$ cat config.mk
export PLATFORM = sky130hd
export DESIGN_NAME = led_matrix_scan_drv
export DESIGN_NICKNAME = d
export VERILOG_FILES = /design/src/rtl/led_matrix_pkg.sv /design/src/rtl/led_pwm_gate.sv /design/src/rtl/led_matrix_scan_drv.sv
export SDC_FILE = /design/constraint.sdc
export NUM_CORES = 1
export LEC_CHECK = 0
export CORE_UTILIZATION = 60
export DETAILED_ROUTE_END_ITERATION = 7
export PLACE_DENSITY = 0.85
export SKIP_LAST_GASP = 1
export SYNTH_ARGS = -nofsm -noshare
export SYNTH_HDL_FRONTEND = slang
export SYNTH_HIERARCHICAL = 1
export SYNTH_SLANG_ARGS = --single-unit
$ cat constraint.sdc
create_clock -name clk -period 6.9 [get_ports clk]
set_clock_uncertainty 0.1 [all_clocks]
set_input_delay 1.38 -clock clk [delete_from_list [all_inputs] [get_ports clk]]
set_output_delay 1.38 -clock clk [all_outputs]
set_load 0.05 [all_outputs]
$ cat src/rtl/led_matrix_pkg.sv
`default_nettype none
// ============================================================================
// Module      : led_matrix_pkg
// Description : Shared scan-state encoding, pin polarity helper and default
//               matrix geometry for the row-scanned LED matrix driver.
// Revision    : 1.0 - initial parametrised release
// ============================================================================
package led_matrix_pkg;

  localparam int c_DEFAULT_ROWS = 8;
  localparam int c_DEFAULT_COLS = 8;

  typedef enum logic [1:0] {
    ST_IDLE  = 2'd0,
    ST_BLANK = 2'd1,
    ST_SHOW  = 2'd2
  } scan_state_t;

  // Map a logical "lit" bit onto the physical pin level.
  function automatic logic pin_level(input logic active, input logic active_low);
    return active ^ active_low;
  endfunction

endpackage
`default_nettype wire

$ cat src/rtl/led_pwm_gate.sv
`default_nettype none
// ============================================================================
// Module      : led_pwm_gate
// Description : Global brightness comparator. The top BRIGHT_W bits of the
//               row dwell counter are compared against the latched brightness;
//               an all-ones brightness forces full duty.
// Revision    : 1.0 - initial release
// ============================================================================
module led_pwm_gate #(
  parameter int BRIGHT_W = 4
) (
  input  logic [BRIGHT_W-1:0] dwell_field,
  input  logic [BRIGHT_W-1:0] bright,
  output logic                pwm_on
);

  assign pwm_on = (dwell_field < bright) || (&bright);

endmodule
`default_nettype wire

$ cat src/rtl/led_matrix_scan_drv.sv
`default_nettype none
// ============================================================================
// Module      : led_matrix_scan_drv
// Description : Parametrised row-scanned LED matrix driver. Double-buffers a
//               ROWS x COLS bitmap behind a valid/ready handshake, lights one
//               row at a time with an anti-ghosting blank before each row and
//               applies global PWM brightness. All outputs are registered.
// Revision    : 1.0 - successor to the fixed 8x8 persistence-of-vision driver
// ============================================================================
module led_matrix_scan_drv
  import led_matrix_pkg::*;
#(
  parameter int ROWS           = c_DEFAULT_ROWS,
  parameter int COLS           = c_DEFAULT_COLS,
  parameter int DWELL_W        = 13,
  parameter int BLANK_CYCLES   = 16,
  parameter int BRIGHT_W       = 4,
  parameter int ROW_ACTIVE_LOW = 0,
  parameter int COL_ACTIVE_LOW = 0
) (
  input  logic                 clk,
  input  logic                 rst_n,
  input  logic                 enable,
  input  logic [ROWS*COLS-1:0] data,
  input  logic                 data_valid,
  output logic                 data_ready,
  input  logic [BRIGHT_W-1:0]  brightness,
  output logic [ROWS-1:0]      led_row,
  output logic [COLS-1:0]      led_col,
  output logic                 frame_start
);

  localparam int                   c_ROW_W      = (ROWS > 1) ? $clog2(ROWS) : 1;
  localparam int                   c_BLANK_W    = $clog2(BLANK_CYCLES + 1);
  localparam logic [c_ROW_W-1:0]   c_LAST_ROW   = c_ROW_W'(ROWS - 1);
  localparam logic [c_BLANK_W-1:0] c_BLANK_LAST = c_BLANK_W'(BLANK_CYCLES - 1);
  localparam logic [ROWS-1:0]      c_ROW_ONE    = ROWS'(1);
  localparam logic                 c_ROW_LOW    = (ROW_ACTIVE_LOW != 0);
  localparam logic                 c_COL_LOW    = (COL_ACTIVE_LOW != 0);

  // Scan state and counters
  scan_state_t            r_state;
  logic [c_ROW_W-1:0]     r_row_idx;
  logic [c_BLANK_W-1:0]   r_blank_cnt;
  logic [DWELL_W-1:0]     r_dwell_cnt;

  // Frame buffers and latched brightness
  logic [ROWS*COLS-1:0]   r_display;
  logic [ROWS*COLS-1:0]   r_pending;
  logic                   r_pending_full;
  logic [BRIGHT_W-1:0]    r_bright_q;

  // Registered pins
  logic [ROWS-1:0]        r_led_row;
  logic [COLS-1:0]        r_led_col;
  logic                   r_frame_start;

  // Next-state values
  scan_state_t            w_state_nxt;
  logic [c_ROW_W-1:0]     w_row_nxt;
  logic [c_BLANK_W-1:0]   w_blank_nxt;
  logic [DWELL_W-1:0]     w_dwell_nxt;
  logic                   w_boundary;
  logic                   w_accept;
  logic [ROWS*COLS-1:0]   w_display_nxt;
  logic [BRIGHT_W-1:0]    w_bright_nxt;
  logic                   w_pwm_on;
  logic [ROWS-1:0]        w_row_on;
  logic [COLS-1:0]        w_col_on;
  logic [ROWS-1:0]        w_row_pin;
  logic [COLS-1:0]        w_col_pin;

  assign w_accept   = data_valid && !r_pending_full;
  assign data_ready = !r_pending_full;

  // Scan sequencing: IDLE -> BLANK -> SHOW per row; enable low forces IDLE.
  always_comb begin
    w_state_nxt = r_state;
    w_row_nxt   = r_row_idx;
    w_blank_nxt = r_blank_cnt;
    w_dwell_nxt = r_dwell_cnt;
    w_boundary  = 1'b0;
    if (!enable) begin
      w_state_nxt = ST_IDLE;
      w_row_nxt   = '0;
      w_blank_nxt = '0;
      w_dwell_nxt = '0;
    end else begin
      case (r_state)
        ST_IDLE: begin
          w_state_nxt = ST_BLANK;
          w_row_nxt   = '0;
          w_blank_nxt = '0;
          w_dwell_nxt = '0;
          w_boundary  = 1'b1;
        end
        ST_BLANK: begin
          if (r_blank_cnt == c_BLANK_LAST) begin
            w_state_nxt = ST_SHOW;
            w_blank_nxt = '0;
            w_dwell_nxt = '0;
          end else begin
            w_blank_nxt = r_blank_cnt + c_BLANK_W'(1);
          end
        end
        ST_SHOW: begin
          if (&r_dwell_cnt) begin
            w_state_nxt = ST_BLANK;
            w_blank_nxt = '0;
            w_dwell_nxt = '0;
            if (r_row_idx == c_LAST_ROW) begin
              w_row_nxt  = '0;
              w_boundary = 1'b1;
            end else begin
              w_row_nxt = r_row_idx + c_ROW_W'(1);
            end
          end else begin
            w_dwell_nxt = r_dwell_cnt + DWELL_W'(1);
          end
        end
        default: begin
          w_state_nxt = ST_IDLE;
          w_row_nxt   = '0;
          w_blank_nxt = '0;
          w_dwell_nxt = '0;
        end
      endcase
    end
  end

  // Buffer swap and brightness latch happen only at a frame boundary.
  always_comb begin
    w_display_nxt = r_display;
    w_bright_nxt  = r_bright_q;
    if (w_boundary) begin
      w_bright_nxt = brightness;
      if (r_pending_full) begin
        w_display_nxt = r_pending;
      end
    end
  end

  led_pwm_gate #(
    .BRIGHT_W (BRIGHT_W)
  ) u_pwm_gate (
    .dwell_field (w_dwell_nxt[DWELL_W-1 -: BRIGHT_W]),
    .bright      (w_bright_nxt),
    .pwm_on      (w_pwm_on)
  );

  // Logical pin values for the upcoming cycle, derived from next-state so the
  // registered pins line up with the registered scan state.
  always_comb begin
    w_row_on = '0;
    w_col_on = '0;
    if (w_state_nxt == ST_SHOW) begin
      w_row_on = c_ROW_ONE << w_row_nxt;
      if (w_pwm_on) begin
        w_col_on = w_display_nxt[int'(w_row_nxt)*COLS +: COLS];
      end
    end
  end

  for (genvar i = 0; i < ROWS; i++) begin : g_row_pin
    assign w_row_pin[i] = pin_level(w_row_on[i], c_ROW_LOW);
  end

  for (genvar j = 0; j < COLS; j++) begin : g_col_pin
    assign w_col_pin[j] = pin_level(w_col_on[j], c_COL_LOW);
  end

  // Scan state register.
  always_ff @(posedge clk) begin
    if (!rst_n) begin
      r_state     <= ST_IDLE;
      r_row_idx   <= '0;
      r_blank_cnt <= '0;
      r_dwell_cnt <= '0;
    end else begin
      r_state     <= w_state_nxt;
      r_row_idx   <= w_row_nxt;
      r_blank_cnt <= w_blank_nxt;
      r_dwell_cnt <= w_dwell_nxt;
    end
  end

  // Input handshake into the pending buffer and display/brightness update.
  always_ff @(posedge clk) begin
    if (!rst_n) begin
      r_display      <= '0;
      r_pending      <= '0;
      r_pending_full <= 1'b0;
      r_bright_q     <= '0;
    end else begin
      r_display  <= w_display_nxt;
      r_bright_q <= w_bright_nxt;
      if (w_accept) begin
        r_pending      <= data;
        r_pending_full <= 1'b1;
      end else if (w_boundary) begin
        r_pending_full <= 1'b0;
      end
    end
  end

  // Registered board pins and frame marker.
  always_ff @(posedge clk) begin
    if (!rst_n) begin
      r_led_row     <= {ROWS{c_ROW_LOW}};
      r_led_col     <= {COLS{c_COL_LOW}};
      r_frame_start <= 1'b0;
    end else begin
      r_led_row     <= w_row_pin;
      r_led_col     <= w_col_pin;
      r_frame_start <= w_boundary;
    end
  end

  assign led_row     = r_led_row;
  assign led_col     = r_led_col;
  assign frame_start = r_frame_start;

endmodule
`default_nettype wire

Word-level counts from Yosys, hierarchy flattened

Cells that the tools add are included.

Bits of input ports: 72
Logic and storage cells: 59
Bits in registers: 173
Output and inout port bits: 18

Reductions and logical operators: 10
Eq/ne operators: 7
Multiplexer cells: 24
Shift operators: 2
Add/subtract/negate cells: 3
$lt $le $gt $ge: 1

Operators by type and width:

| operator                                                               | count |
|---|---|
| 64-bit two-way mux                                                     | 2 |
| 64-bit by 7-bit indexed part select with 8-bit output                  | 1 |
| 13-bit two-way mux                                                     | 3 |
| 13-bit case mux with 2 select lines                                    | 1 |
| 13-bit by 1-bit adder with 13-bit output (second input constant)       | 1 |
| 13-bit AND reduction                                                   | 1 |
| 5-bit two-way mux                                                      | 2 |
| 5-bit case mux with 2 select lines                                     | 1 |
| 3-bit two-way mux                                                      | 3 |
| 1-bit by 3-bit left shift with 8-bit output (first input constant)     | 1 |
| 2-bit two-way mux                                                      | 3 |
| 2-bit case mux with 3 select lines                                     | 1 |
| 3-bit case mux with 2 select lines                                     | 1 |
| 5-bit by 1-bit adder with 5-bit output (second input constant)         | 1 |
| 5-bit by 4-bit equality test with 1-bit output (second input constant) | 1 |
| 1-bit two-way mux                                                      | 5 |
| 2-bit equality test (second input constant)                            | 2 |
| 4-bit < comparator                                                     | 1 |
| 4-bit two-way mux                                                      | 1 |
| 2-bit inequality test (second input constant)                          | 2 |
| 2-bit AND reduction                                                    | 2 |
| 4-bit AND reduction                                                    | 1 |
| 3-bit by 1-bit adder with 3-bit output (second input constant)         | 1 |
| 3-bit equality test (second input constant)                            | 1 |
| other kinds (8)                                                        | 8 |

Longest topological paths before layout

Depth in word-level cells: 9
Gate-level depth with buffers: 14
Gate-level depth less buffers: 14

Cells and area by module

Netlist, hierarchy kept.

By module, submodules not included:

| module              | cells each | area an instance (µm²) | times used | seq. area each (µm²) |
|---|---|---|---|---|
| led_matrix_scan_drv | 790        | 7158.1                 | 1          | 3463.3 |
| led_pwm_gate        | 12         | 88.8                   | 1          | 0.0 |

Worst setup path after synthesis

No wires, ideal clock.

Path kind: input to register
From: input enable
To: register r_led_col[0] (netlist: led_col[0])
Arrival time: 3089 ps
Cell stages on the path: 11
Data required time: 6722 ps
Path buffers: 0
Setup time: 78 ps
Path slack: 3633 ps
Cell sequence: nand3_1 -> nor4_1 -> nor2_1 -> mux2_2 -> inv_1 -> ha_1 -> o21ai_0 -> o21ai_1 -> o211ai_1 -> nand2_1 -> nor3_1

Cells in the longest elaborated chain, start to end: 5
Elaborated cells on any way between the ends: 12
Classes of those cells: 1 x order compare; 1 x eq/ne; 1 x shift; 6 x mux; 3 x reduce/logical

Ends and longest elaborated chain:

| what                                                             | RTL line                   | source |
|---|---|---|
| start, declared                                                  | led_matrix_scan_drv.sv:23  | `input logic enable,` |
| 1-bit two-way mux (*)                                            | led_matrix_scan_drv.sv:83  | `if (!enable) begin` |
| 4-bit two-way mux (*)                                            | led_matrix_scan_drv.sv:135 | `if (w_boundary) begin` |
| via w_bright_nxt[1]                                              | led_matrix_scan_drv.sv:66  | `logic [BRIGHT_W-1:0] w_bright_nxt;` |
| 4-bit < comparator / 4-bit AND reduction (equally long branches) | led_pwm_gate.sv:17         | `assign pwm_on = (dwell_field < bright) \|\| (&bright);` |
| 1-bit logical OR (*)                                             | led_pwm_gate.sv:17         |  |
| via w_pwm_on                                                     | led_matrix_scan_drv.sv:67  | `logic w_pwm_on;` |
| 3-bit AND reduction (no source line) (*)                         | --                         |  |
| end signal, assigned                                             | led_matrix_scan_drv.sv:210 | `r_led_col <= {COLS{c_COL_LOW}};` |
| end signal, assigned                                             | led_matrix_scan_drv.sv:214 | `r_led_col <= w_col_pin;` |
| end, declared                                                    | led_matrix_scan_drv.sv:55  | `logic [COLS-1:0] r_led_col;` |

The timed path passes the listed nets; every way through them passes the cells marked *.
A chain may end at the register's enable or synchronous reset.

Worst setup path in the final report

From: input rst_n
To: register r_led_col[3] (netlist: led_col[3])

Cells in the longest elaborated chain, start to end: 1

Ends and longest elaborated chain:

| what                                 | RTL line                  | source |
|---|---|---|
| start, declared                      | led_matrix_scan_drv.sv:22 | `input logic rst_n,` |
| 3-bit AND reduction (no source line) | --                        |  |

No other way between the ends.

==> metrics.md <==
| Metric | Value |
|---|---|
| Buffers added on ports | `89` |
| Effective utilization at floorplan | `62.40%` |
| Startpoint type of the worst setup path | `input port` |
| Hold path depth | `2` |
| Maximum clock frequency | `243.4 MHz` |
| Global placer's final weighted congestion | `roughly 0.85` |
| Fin crit period | `~4000 ps` |
| Category of cells accounting for the largest share of critical-path delay | `simple AND/OR/NAND/NOR gates` |
| Worst vdd ir | `between 0.0002 and 0.00025 V` |
| Height of the die | `between 100 and 150 um` |
| Critical path endpoint category | `flop` |
| Final Cycle Share | `roughly 60%` |
| Hold-fix buffers, CTS | `0` |
| EDFF count, synth | `0` |
| Global-route wire length before repair | `roughly 28 mm` |
| Part of the power in combinational logic | `8.0%` |
| Number of max-cap violations | `0` |
| Synthesis-to-layout area growth | `20.22%` |
| Root buffer cell | `sky130_fd_sc_hd__clkbuf_16` |
| Design area | `between 0.008 and 0.009 mm^2` |
| Power share of the clock group | `a little over two fifths` |
| Leakage power figure | `between 3 and 4 nW` |
| Unrepaired setup endpoints after global routing | `false` |
| Crit path required time | `between 7000 and 8000 ps` |
| Setup TNS Final | `0 ps` |
| Sum of overflow across all layers after global routing | `0` |
| Commonest cells after routing, fill and taps aside | `sky130_fd_sc_hd__dfxtp_1, sky130_fd_sc_hd__nand2_1, sky130_fd_sc_hd__clkdlybuf4s50_1, sky130_fd_sc_hd__mux2i_1` |
| Final number of max-transition violations | `0` |
| Detailed placer's ending HPWL | `approximately 11 mm` |
| Number of antenna violations at the first check in global routing | `0` |
| Synthesized area | `about 0.0072 mm^2` |
| Async set-or-reset flop fraction in the synthesized netlist | `0%` |
| Number of global-route vias before repair | `~5700` |
| Share of total power consumed by net switching | `approximately a quarter` |
| Iter 0 DRT Violations | `around 380` |
| Fraction of layout cells with a size suffix above 1 | `under 10%` |
| Hold violation total from the final report | `0` |
| Most frequent standard cell in the layout excluding fill and tap cells | `sky130_fd_sc_hd__dfxtp_1` |
| Num ports | `90` |
| Row count | `39` |
| DR pass1 iterations | `7` |
| Result of the run | `complete, but fails checks` |
| Number of buffers and inverters on the critical path | `2` |
| Flop and latch count out of synthesis | `between 150 and 200` |
| Predominant post-synthesis flop cell | `sky130_fd_sc_hd__dfxtp_1` |
| Cell with the largest stage delay on the worst path | `sky130_fd_sc_hd__nor4_1` |
| Postcts setup bufs | `0` |
| Cell Area, Placed | `approximately 0.0082 mm^2` |
| Reg clk slew, reported paths | `about 60 ps` |
| Post-CTS Resized | `0` |
| Delay contributed by the slowest stage of the critical path | `1040 ps` |
| YS warnings | `6` |
| Average wire per cell in the routed design | `16.62 um` |
| Total power divided by cell area | `240.0 mW/mm^2` |
| Cell depth of the worst flop-to-flop path | `13` |
| Internal power of the cells | `1.596 mW` |
| Failing checks | `design-rule violations` |
| Sequential area share after synthesis | `between 40% and 50%` |
| CTS H-tree depth | `4` |
| Critical path class | `input port to flop` |
| Maximum buffer depth of the clock tree | `2` |
| Routed via count | `about 5900` |
| Full die area | `0.01252 mm^2` |
| DRC violation count after routing | `8` |
| Worst-skew pair later-pin latency | `430 ps` |
| Core Area | `0.01161 mm^2` |
| Cell type with the highest occurrence count on the critical path | `sky130_fd_sc_hd__nand2_1` |
| Tightest Pin Transition | `1222 ps` |
| Final setup viols | `0` |
| Vias/cell | `slightly below 6` |
| Number of nets with antenna violations after detailed routing | `0` |
| Number of fill cells in the layout | `between 800 and 900` |
| Wire length reported by the detailed router | `around 17 mm` |
| Total number of clock tree sinks | `about 170` |
| Power share of the sequential group | `roughly half` |
| TritonCTS clock tree | `done` |
| Critical path peak fanout | `141` |
| Distinct cells, synth | `between 50 and 60` |
| Number of inserted diodes | `0` |
| Cell breakdown of the critical path | `buf_2 > buf_4 > nand2_1 > nor4_1 > nand2_1 > nor3_1` |
| Count of cell instances traversed by the critical path | `6` |
| NumNets Final | `950` |
| Maximum number of pins on one net before global-route repair | `roughly 140` |
| Number of buffers created by CTS | `17` |
| Mean post-synth cell area | `roughly 9.0 um^2` |
| Remaining max-slew budget at the tightest pin | `18.23%` |
| Arrival time at the worst endpoint | `4360 ps` |
| Net switching power | `a little under 500 uW` |
| Path type of the worst min-delay path | `flop to flop` |
| Die X-Extent | `111.9 um` |
| Post-Synthesis Cells | `approximately 800` |
| Net count of the mapped netlist | `approximately 890` |
| Combined global-route utilization of all metal layers | `between 20% and 30%` |
layer usage:
metal | global-route usage (%) | wire, um
met5 | 0 | 0
met3 | 6.913 | 1087
met1 | 35.41 | 7569
met4 | 11.80 | 363
met2 | 45.59 | 7986
cells in the mapped netlist (2+ instances only):
library cell | instances | area [um^2]
sky130_fd_sc_hd__buf_2 | 13 | 65.06
sky130_fd_sc_hd__nor2b_1 | 65 | 406.6
sky130_fd_sc_hd__inv_1 | 11 | 41.29
sky130_fd_sc_hd__a221oi_2 | 2 | 30.03
sky130_fd_sc_hd__nor4_1 | 2 | 12.51
sky130_fd_sc_hd__o21ai_0 | 17 | 85.08
sky130_fd_sc_hd__nor3b_1 | 4 | 30.03
sky130_fd_sc_hd__mux2i_1 | 65 | 650.6
sky130_fd_sc_hd__a41oi_1 | 2 | 17.52
sky130_fd_sc_hd__a21oi_1 | 13 | 65.06
sky130_fd_sc_hd__nand2_1 | 154 | 578.1
sky130_fd_sc_hd__o22ai_1 | 20 | 125.1
sky130_fd_sc_hd__o221ai_1 | 3 | 26.28
sky130_fd_sc_hd__o21ai_1 | 2 | 10.01
sky130_fd_sc_hd__nor2_1 | 43 | 161.4
sky130_fd_sc_hd__mux2_2 | 4 | 45.04
sky130_fd_sc_hd__a31oi_1 | 5 | 31.28
sky130_fd_sc_hd__xor2_1 | 3 | 26.28
sky130_fd_sc_hd__nand3_1 | 13 | 65.06
sky130_fd_sc_hd__o211ai_1 | 3 | 22.52
sky130_fd_sc_hd__nor3_1 | 24 | 120.1
sky130_fd_sc_hd__dfxtp_1 | 173 | 3463
sky130_fd_sc_hd__clkbuf_1 | 33 | 123.9
sky130_fd_sc_hd__and2_1 | 13 | 81.33
sky130_fd_sc_hd__a21boi_0 | 64 | 480.5
sky130_fd_sc_hd__a311oi_1 | 3 | 26.28
sky130_fd_sc_hd__ha_1 | 11 | 137.6
sky130_fd_sc_hd__and4_1 | 4 | 35.03
sky130_fd_sc_hd__nand4_1 | 5 | 31.28
sky130_fd_sc_hd__and3_1 | 3 | 18.77
sky130_fd_sc_hd__xnor2_1 | 4 | 35.03
power by group through the flow:
stage	Combinational, mW	Sequential, mW	Clock [mW]
6_report	0.167	1.05	0.876
5_1_grt	0.183	1.05	0.929
4_1_cts	0.167	1.05	0.882
3_5_place_dp	0.166	1.07	0
3_3_place_gp	0.160	1.07	0
2_1_floorplan	0.0986	1.06	0
path summary, 6_finish.rpt:
check,startpoint,to,slack (ps)
worst max register to register,r_state[0]$_SDFF_PN0_,led_col[3]$_SDFF_PN0_,3380
worst max-delay path,rst_n,led_col[3]$_SDFF_PN0_,2790
worst min register to register,r_pending[41]$_SDFFE_PN0P_,r_pending[41]$_SDFFE_PN0P_,370
worst min-delay path,r_pending[41]$_SDFFE_PN0P_,r_pending[41]$_SDFFE_PN0P_,370
kinds of logic (layout without fill, tap and decap cells):
logic type / Yosys count / after routing / share of synthesized area (%)
DFF: 173 / 173 / 47.79
muxes: 69 / 69 / 9.599
adders and majority gates: 11 / 11 / 1.899
xor gates and xnor gates: 7 / 7 / 0.8460
AOI/OAI and AO/OA: 144 / 144 / 13.99
buffers and inverters: 59 / 137 / 3.436
and+or+nand+nor: 339 / 339 / 22.44
through the flow:
stage	worst slack, ps	util [%]	hold slack [ps]	total power, mW	instances
5_1_grt	2447	75.02	392.7	2.162	1023
3_5_place_dp	2384	70.32	364.1	1.235	991
2_1_floorplan	3633	-	342.8	1.162	802
4_1_cts	2833	75.02	372.1	2.097	1023
6_report	2792	75.02	370.4	2.091	1023
3_3_place_gp	2528	70.32	355.2	1.228	991
tightest hold or removal path, cell delays in order (launching register included):
cell and delay [ps]:
sky130_fd_sc_hd__dfxtp_1 310, sky130_fd_sc_hd__nand2_1 50, sky130_fd_sc_hd__a21boi_0 60
flip-flops by register name (all words and copies together), names as in the netlist, 2 cells and up:
signal / flops
led_col: 8
r_bright_q: 4
r_pending: 64
r_row_idx: 3
r_state: 2
led_row: 8
r_blank_cnt: 5
r_dwell_cnt: 13
r_display: 64
layout make-up:
cell class,count,area (um^2),share of cell area (%)
inverters,11,41.29,0.4739
repair buffers,94,923.4,10.60
clock inverters,11,85.08,0.9766
multi-input cells,570,3560,40.86
flip-flops and latches,173,3463,39.75
well taps,143,178.9,2.054
clock buffers,21,460.4,5.285
No activity file was read; power rests on OpenSTA's default activity.
==> RTL edit 1: new RTL, same settings <==
Set the parameter `BLANK_CYCLES` to 8 (it was 16).
--- a/src/rtl/led_matrix_scan_drv.sv
+++ b/src/rtl/led_matrix_scan_drv.sv
@@ -14,5 +14,5 @@
   parameter int COLS           = c_DEFAULT_COLS,
   parameter int DWELL_W        = 13,
-  parameter int BLANK_CYCLES   = 16,
+  parameter int BLANK_CYCLES   = 8,
   parameter int BRIGHT_W       = 4,
   parameter int ROW_ACTIVE_LOW = 0,
Function: changed (Yosys sat finds a counterexample within 10 cycles, from zero or initial values and one cycle with rst_n low).
==> RTL edit 1 against the unedited design <==
  * The run still ends with DRC left
  * Setup slack improved by 240 ps
  * Synthesized area decreased by 0.38%
  * Routed wire length decreased by 3.3%
  * Die area decreased by 0.37%
  * Power increased by 4.6%
  * Sequential share of layout area about the same
  * Cell area decreased by 0.47%
  * Sequential cell count decreased by 1
  * Critical path type unchanged
==> RTL edit 1: results (changes against the unedited design) <==
| Parameter | This run | Change |
|:---|:---|:---|
| Status | complete, but fails checks | unchanged |
| Failing checks | DRC | unchanged |
| Standard cell area after detailed placement | 8064 um^2 | was 8167 um^2 |
| GRT Util Overall | 0.2781 | was 0.2799 |
| # DRC | 6 | was 8 |
| Detailed Place HPWL | 10.91 mm | was 11.40 mm |
| GP Congestion | 0.8540 | was 0.8549 |
| Peak supply drop | 0.0001538 V | was 0.0002011 V |
| Worst reg-to-reg setup slack | 3290 ps | was 3380 ps |
| Top cells by instance count after synthesis | sky130_fd_sc_hd__nand2_1, sky130_fd_sc_hd__dfxtp_1, sky130_fd_sc_hd__a21boi_0 | was sky130_fd_sc_hd__dfxtp_1, sky130_fd_sc_hd__nand2_1, sky130_fd_sc_hd__mux2i_1, sky130_fd_sc_hd__nor2b_1, sky130_fd_sc_hd__a21boi_0 |
| Fraction of power consumed by the clock network | 0.450 | was 0.419 |
| CP Data Arrival Time | 4130 ps | was 4360 ps |
| Total wirelength of the detailed-routed design | 16.45 mm | was 17.01 mm |
| Crit path max-delay cell type | sky130_fd_sc_hd__buf_4 | was sky130_fd_sc_hd__nor4_1 |
| Net count of the finished layout | 927 | was 950 |
| Worst reg2reg endpoint | led_col[0] | was led_col[3] |
| Largest stage delay on the critical path | 750 ps | was 1040 ps |
| Detailed router's first-iteration violation count | 404 | was 382 |
| Internal power | 1.726 mW | was 1.596 mW |
| Relative contribution of combinational cells to total power | 0.074 | was 0.080 |
| Global-route wire length before repair | 27.54 mm | was 27.50 mm |
| Leading cell types by total area after synthesis | sky130_fd_sc_hd__dfxtp_1, sky130_fd_sc_hd__nand2_1, sky130_fd_sc_hd__a21boi_0, sky130_fd_sc_hd__mux2i_1, sky130_fd_sc_hd__nor2b_1 | was sky130_fd_sc_hd__dfxtp_1, sky130_fd_sc_hd__mux2i_1, sky130_fd_sc_hd__nand2_1, sky130_fd_sc_hd__a21boi_0, sky130_fd_sc_hd__nor2b_1 |
| Distinct cells, synth | 51 | was 52 |
| Share of final-layout standard cells stronger than drive strength 1 | 0.05731 | was 0.06136 |
| Sequential element share of the synthesized area | 0.4769 | was 0.4779 |
-- RTL edit 1: tightest hold or removal path: cells and delay by family (launching register included) --
family,cells,cell delay [ps]
DFF,1,310
AOI/OAI and AO/OA,1,60
and+or+nand+nor,1,50
-- RTL edit 1: cell families after synthesis --
kind of cell / count (synthesis) / share of synthesized area
and+or+nand+nor: 316 / 0.2074
xor gates and xnor gates: 7 / 0.008492
adders and majority gates: 11 / 0.01906
DFF: 172 / 0.4769
buffers and inverters: 58 / 0.03865
AOI/OAI and AO/OA: 159 / 0.1558
muxes: 62 / 0.09359
-- RTL edit 1: worst min-delay path by stage --
| stage | from | to | slack (ps) |
|---|---|---|---|
| after CTS | r_pending[2] | r_pending[2] | 370 |
| after floorplan | r_blank_cnt[3] | r_blank_cnt[3] | 330 |
| final | r_pending[3] | r_pending[3] | 370 |
| after detailed placement | r_pending[3] | r_pending[3] | 360 |
| after global placement | r_blank_cnt[3] | r_blank_cnt[3] | 350 |
| after global routing | r_pending[2] | r_pending[2] | 390 |
-- RTL edit 1: area by class of cell --
cell class	count	area, um^2	area share
multi-input combinational	555	3515	0.4053
sequential	172	3443	0.3971
timing repair buffer	91	900.9	0.1039
clock buffer	23	467.9	0.05397
tap	143	178.9	0.02063
clock inverter	7	138.9	0.01602
inverter	7	26.28	0.003030
-- RTL edit 1: layer usage --
metal  vias to the layer above  routed length (um)  track usage
met3                        32                 877      0.05389
met1                      2730                7297       0.3422
met4                         0                 381       0.1153
met2                       173                7891       0.4766
li1                       2797                   -            -
met5                         -                   0            0
-- RTL edit 1: metrics by stage --
step	cells	worst slack, ps
floorplan	785	3836
global placement	968	2783
detailed placement	968	2575
CTS	998	3001
global route	998	2610
finish	998	3027
==> RTL edit 2: new RTL, config.mk and constraints unchanged <==
Without the edit above. Remove the register `r_led_col`: a continuous assignment takes its place, so the output `led_col` follows one clock earlier.
--- a/src/rtl/led_matrix_scan_drv.sv
+++ b/src/rtl/led_matrix_scan_drv.sv
@@ -208,12 +208,12 @@
     if (!rst_n) begin
       r_led_row     <= {ROWS{c_ROW_LOW}};
-      r_led_col     <= {COLS{c_COL_LOW}};
       r_frame_start <= 1'b0;
     end else begin
       r_led_row     <= w_row_pin;
-      r_led_col     <= w_col_pin;
       r_frame_start <= w_boundary;
     end
   end
+
+  assign r_led_col = w_col_pin;
 
   assign led_row     = r_led_row;
Behaviour: no difference found for any inputs over 10 cycles, from zero or initial values and one cycle with rst_n low; that may be too few to reach the edited logic, so the function may still have changed.
==> RTL edit 2 against the unedited design <==
  * The run still ends with DRC left
  * Cell area decreased by 2.6%
  * Die area is 5.5% lower
  * Critical path depth up 12
  * Routed wire length rose by 4.2%
  * Setup slack got worse by 2500 ps
  * Sequential cell count down 8
  * Largest cell class is now flip-flops and latches
  * Synthesized area down 5.6%
  * Hold slack worse by 19 ps
  * Power increased by 4.1%
==> RTL edit 2: results (changes against the unedited design) <==
| Parameter | This run | Change |
|:---|:---|:---|
| Worst-case reg-to-reg path depth | 9 | was 13 |
| # DRC | 5 | was 8 |
| Filler cells | 803 | was 814 |
| Routed length on met2 | 8.946 mm | was 7.986 mm |
| Routed length on met3 | 1.057 mm | was 1.087 mm |
| Detailed Place HPWL | 11.57 mm | was 11.40 mm |
| Crit path max-delay cell type | sky130_fd_sc_hd__or4b_2 | was sky130_fd_sc_hd__nor4_1 |
| Mean routed wirelength per cell | 16.27 um | was 16.62 um |
| Sequential element share of the synthesized area | 0.4826 | was 0.4779 |
| Failing checks | DRC | unchanged |
| Beginning of the worst hold path | r_pending[38] | was r_pending[41] |
| Post-synthesis net count | 961 | was 885 |
| Worst reg2reg endpoint | r_display[35] | was led_col[3] |
| GRT Util Overall | 0.3157 | was 0.2799 |
| Average instance area after synthesis | 7.795 um^2 | was 9.036 um^2 |
| CP Data Arrival Time | 5120 ps | was 4360 ps |
| Hold slack | 351.4 ps | was 370.4 ps |
| Leakage component of the power | 3.079 nW | was 3.433 nW |
| Worst-path maximum fanout | 13 | was 141 |
| Average vias per placed instance | 5.875 | was 5.799 |
| Largest net degree at the start of global routing | 80 | was 142 |
| Largest stage delay on the critical path | 640 ps | was 1040 ps |
| WHS Endpoint | r_display[38] | was r_pending[41] |
| Global-route wire length before repair | 28.59 mm | was 27.50 mm |
| Detailed-route wire length on metal 1 | 7.191 mm | was 7.569 mm |
| Peak supply drop | 0.0002535 V | was 0.0002011 V |
| Status | complete, but fails checks | unchanged |
| Relative slew slack | 0.1597 | was 0.1823 |
| Share of final-layout standard cells stronger than drive strength 1 | 0.08008 | was 0.06136 |
| Detailed router's first-iteration violation count | 539 | was 382 |
| Non-filler cells in the finished layout | 1089 | was 1023 |
| Number of global-route vias before repair | 6123 | was 5673 |
==> RTL edit 2: cell count changes after synthesis, sizes merged, moves of 8 or more <==
cell and change:
nor2b -61, nor2 -23, a31oi +8, mux2 +10
a21oi +130, a21boi -62, o21ai -9, nand2 +169
dfxtp -8, o22ai -19, clkbuf +14, nor3 -11
mux2i -63
==> RTL edit 2: worst max-delay path by stage <==
stage / to / startpoint
CTS: led_col[5] / r_state[0]
finish: led_col[5] / r_state[0]
floorplan: led_col[3] / enable
global placement: led_col[5] / enable
global route: led_col[4] / r_state[0]
detailed placement: led_col[5] / enable
==> RTL edit 2: cells by family after synthesis <==
| logic type | count (synthesis) | synth area share |
|---|---|---|
| AND/OR/NAND/NOR | 415 | 0.2565 |
| AO/OA/AOI/OAI | 195 | 0.1634 |
| flip-flops | 165 | 0.4826 |
| buffers and inverters | 68 | 0.03949 |
| multiplexers | 16 | 0.02760 |
| adder cells (fa/ha/maj) | 11 | 0.02011 |
| XOR/XNOR | 8 | 0.01024 |
==> RTL edit 2: metrics by stage <==
step	cell area [um^2]	setup WS (ps)	utilization	total power [mW]
finish	8484	302.8	0.7725	2.178
detailed placement	7835	413.3	0.7134	1.174
CTS	8476	168.0	0.7717	2.181
global placement	7835	525.4	0.7134	1.167
floorplan	6844	1105	-	1.105
global route	8484	59.29	0.7725	2.246
==> RTL edit 2: cell type report <==
| cell class | instances | area, um^2 | share of cell area |
|---|---|---|---|
| multi-input combinational | 645 | 3296 | 0.3884 |
| clock buffer | 21 | 470.5 | 0.05545 |
| sequential | 165 | 3303 | 0.3893 |
| inverter | 10 | 38.79 | 0.004572 |
| tap | 140 | 175.2 | 0.02065 |
| clock inverter | 11 | 170.2 | 0.02006 |
| timing repair buffer | 97 | 1031 | 0.1215 |
==> RTL edit 2: timing repair <==
action / CTS / global route
hold buffers: 0 / 0
buffers inserted: 0 / 0
endpoints found under the setup margin: 0 / 6
resized for setup: 0 / 1
==> RTL edit 2: metal layers <==
layer,global-route usage,vias to the layer above
met4,0.1409,0
met3,0.07531,52
met1,0.3703,3036
met5,0,-
met2,0.5461,239
li1,-,3071
==> RTL edit 2: where the power goes <==
| group | total [mW] | switching (mW) | internal (mW) |
|---|---|---|---|
| clock | 1.02 | 0.387 | 0.636 |
| sequential | 1.00 | 0.0175 | 0.984 |
| combinational | 0.154 | 0.0868 | 0.0673 |
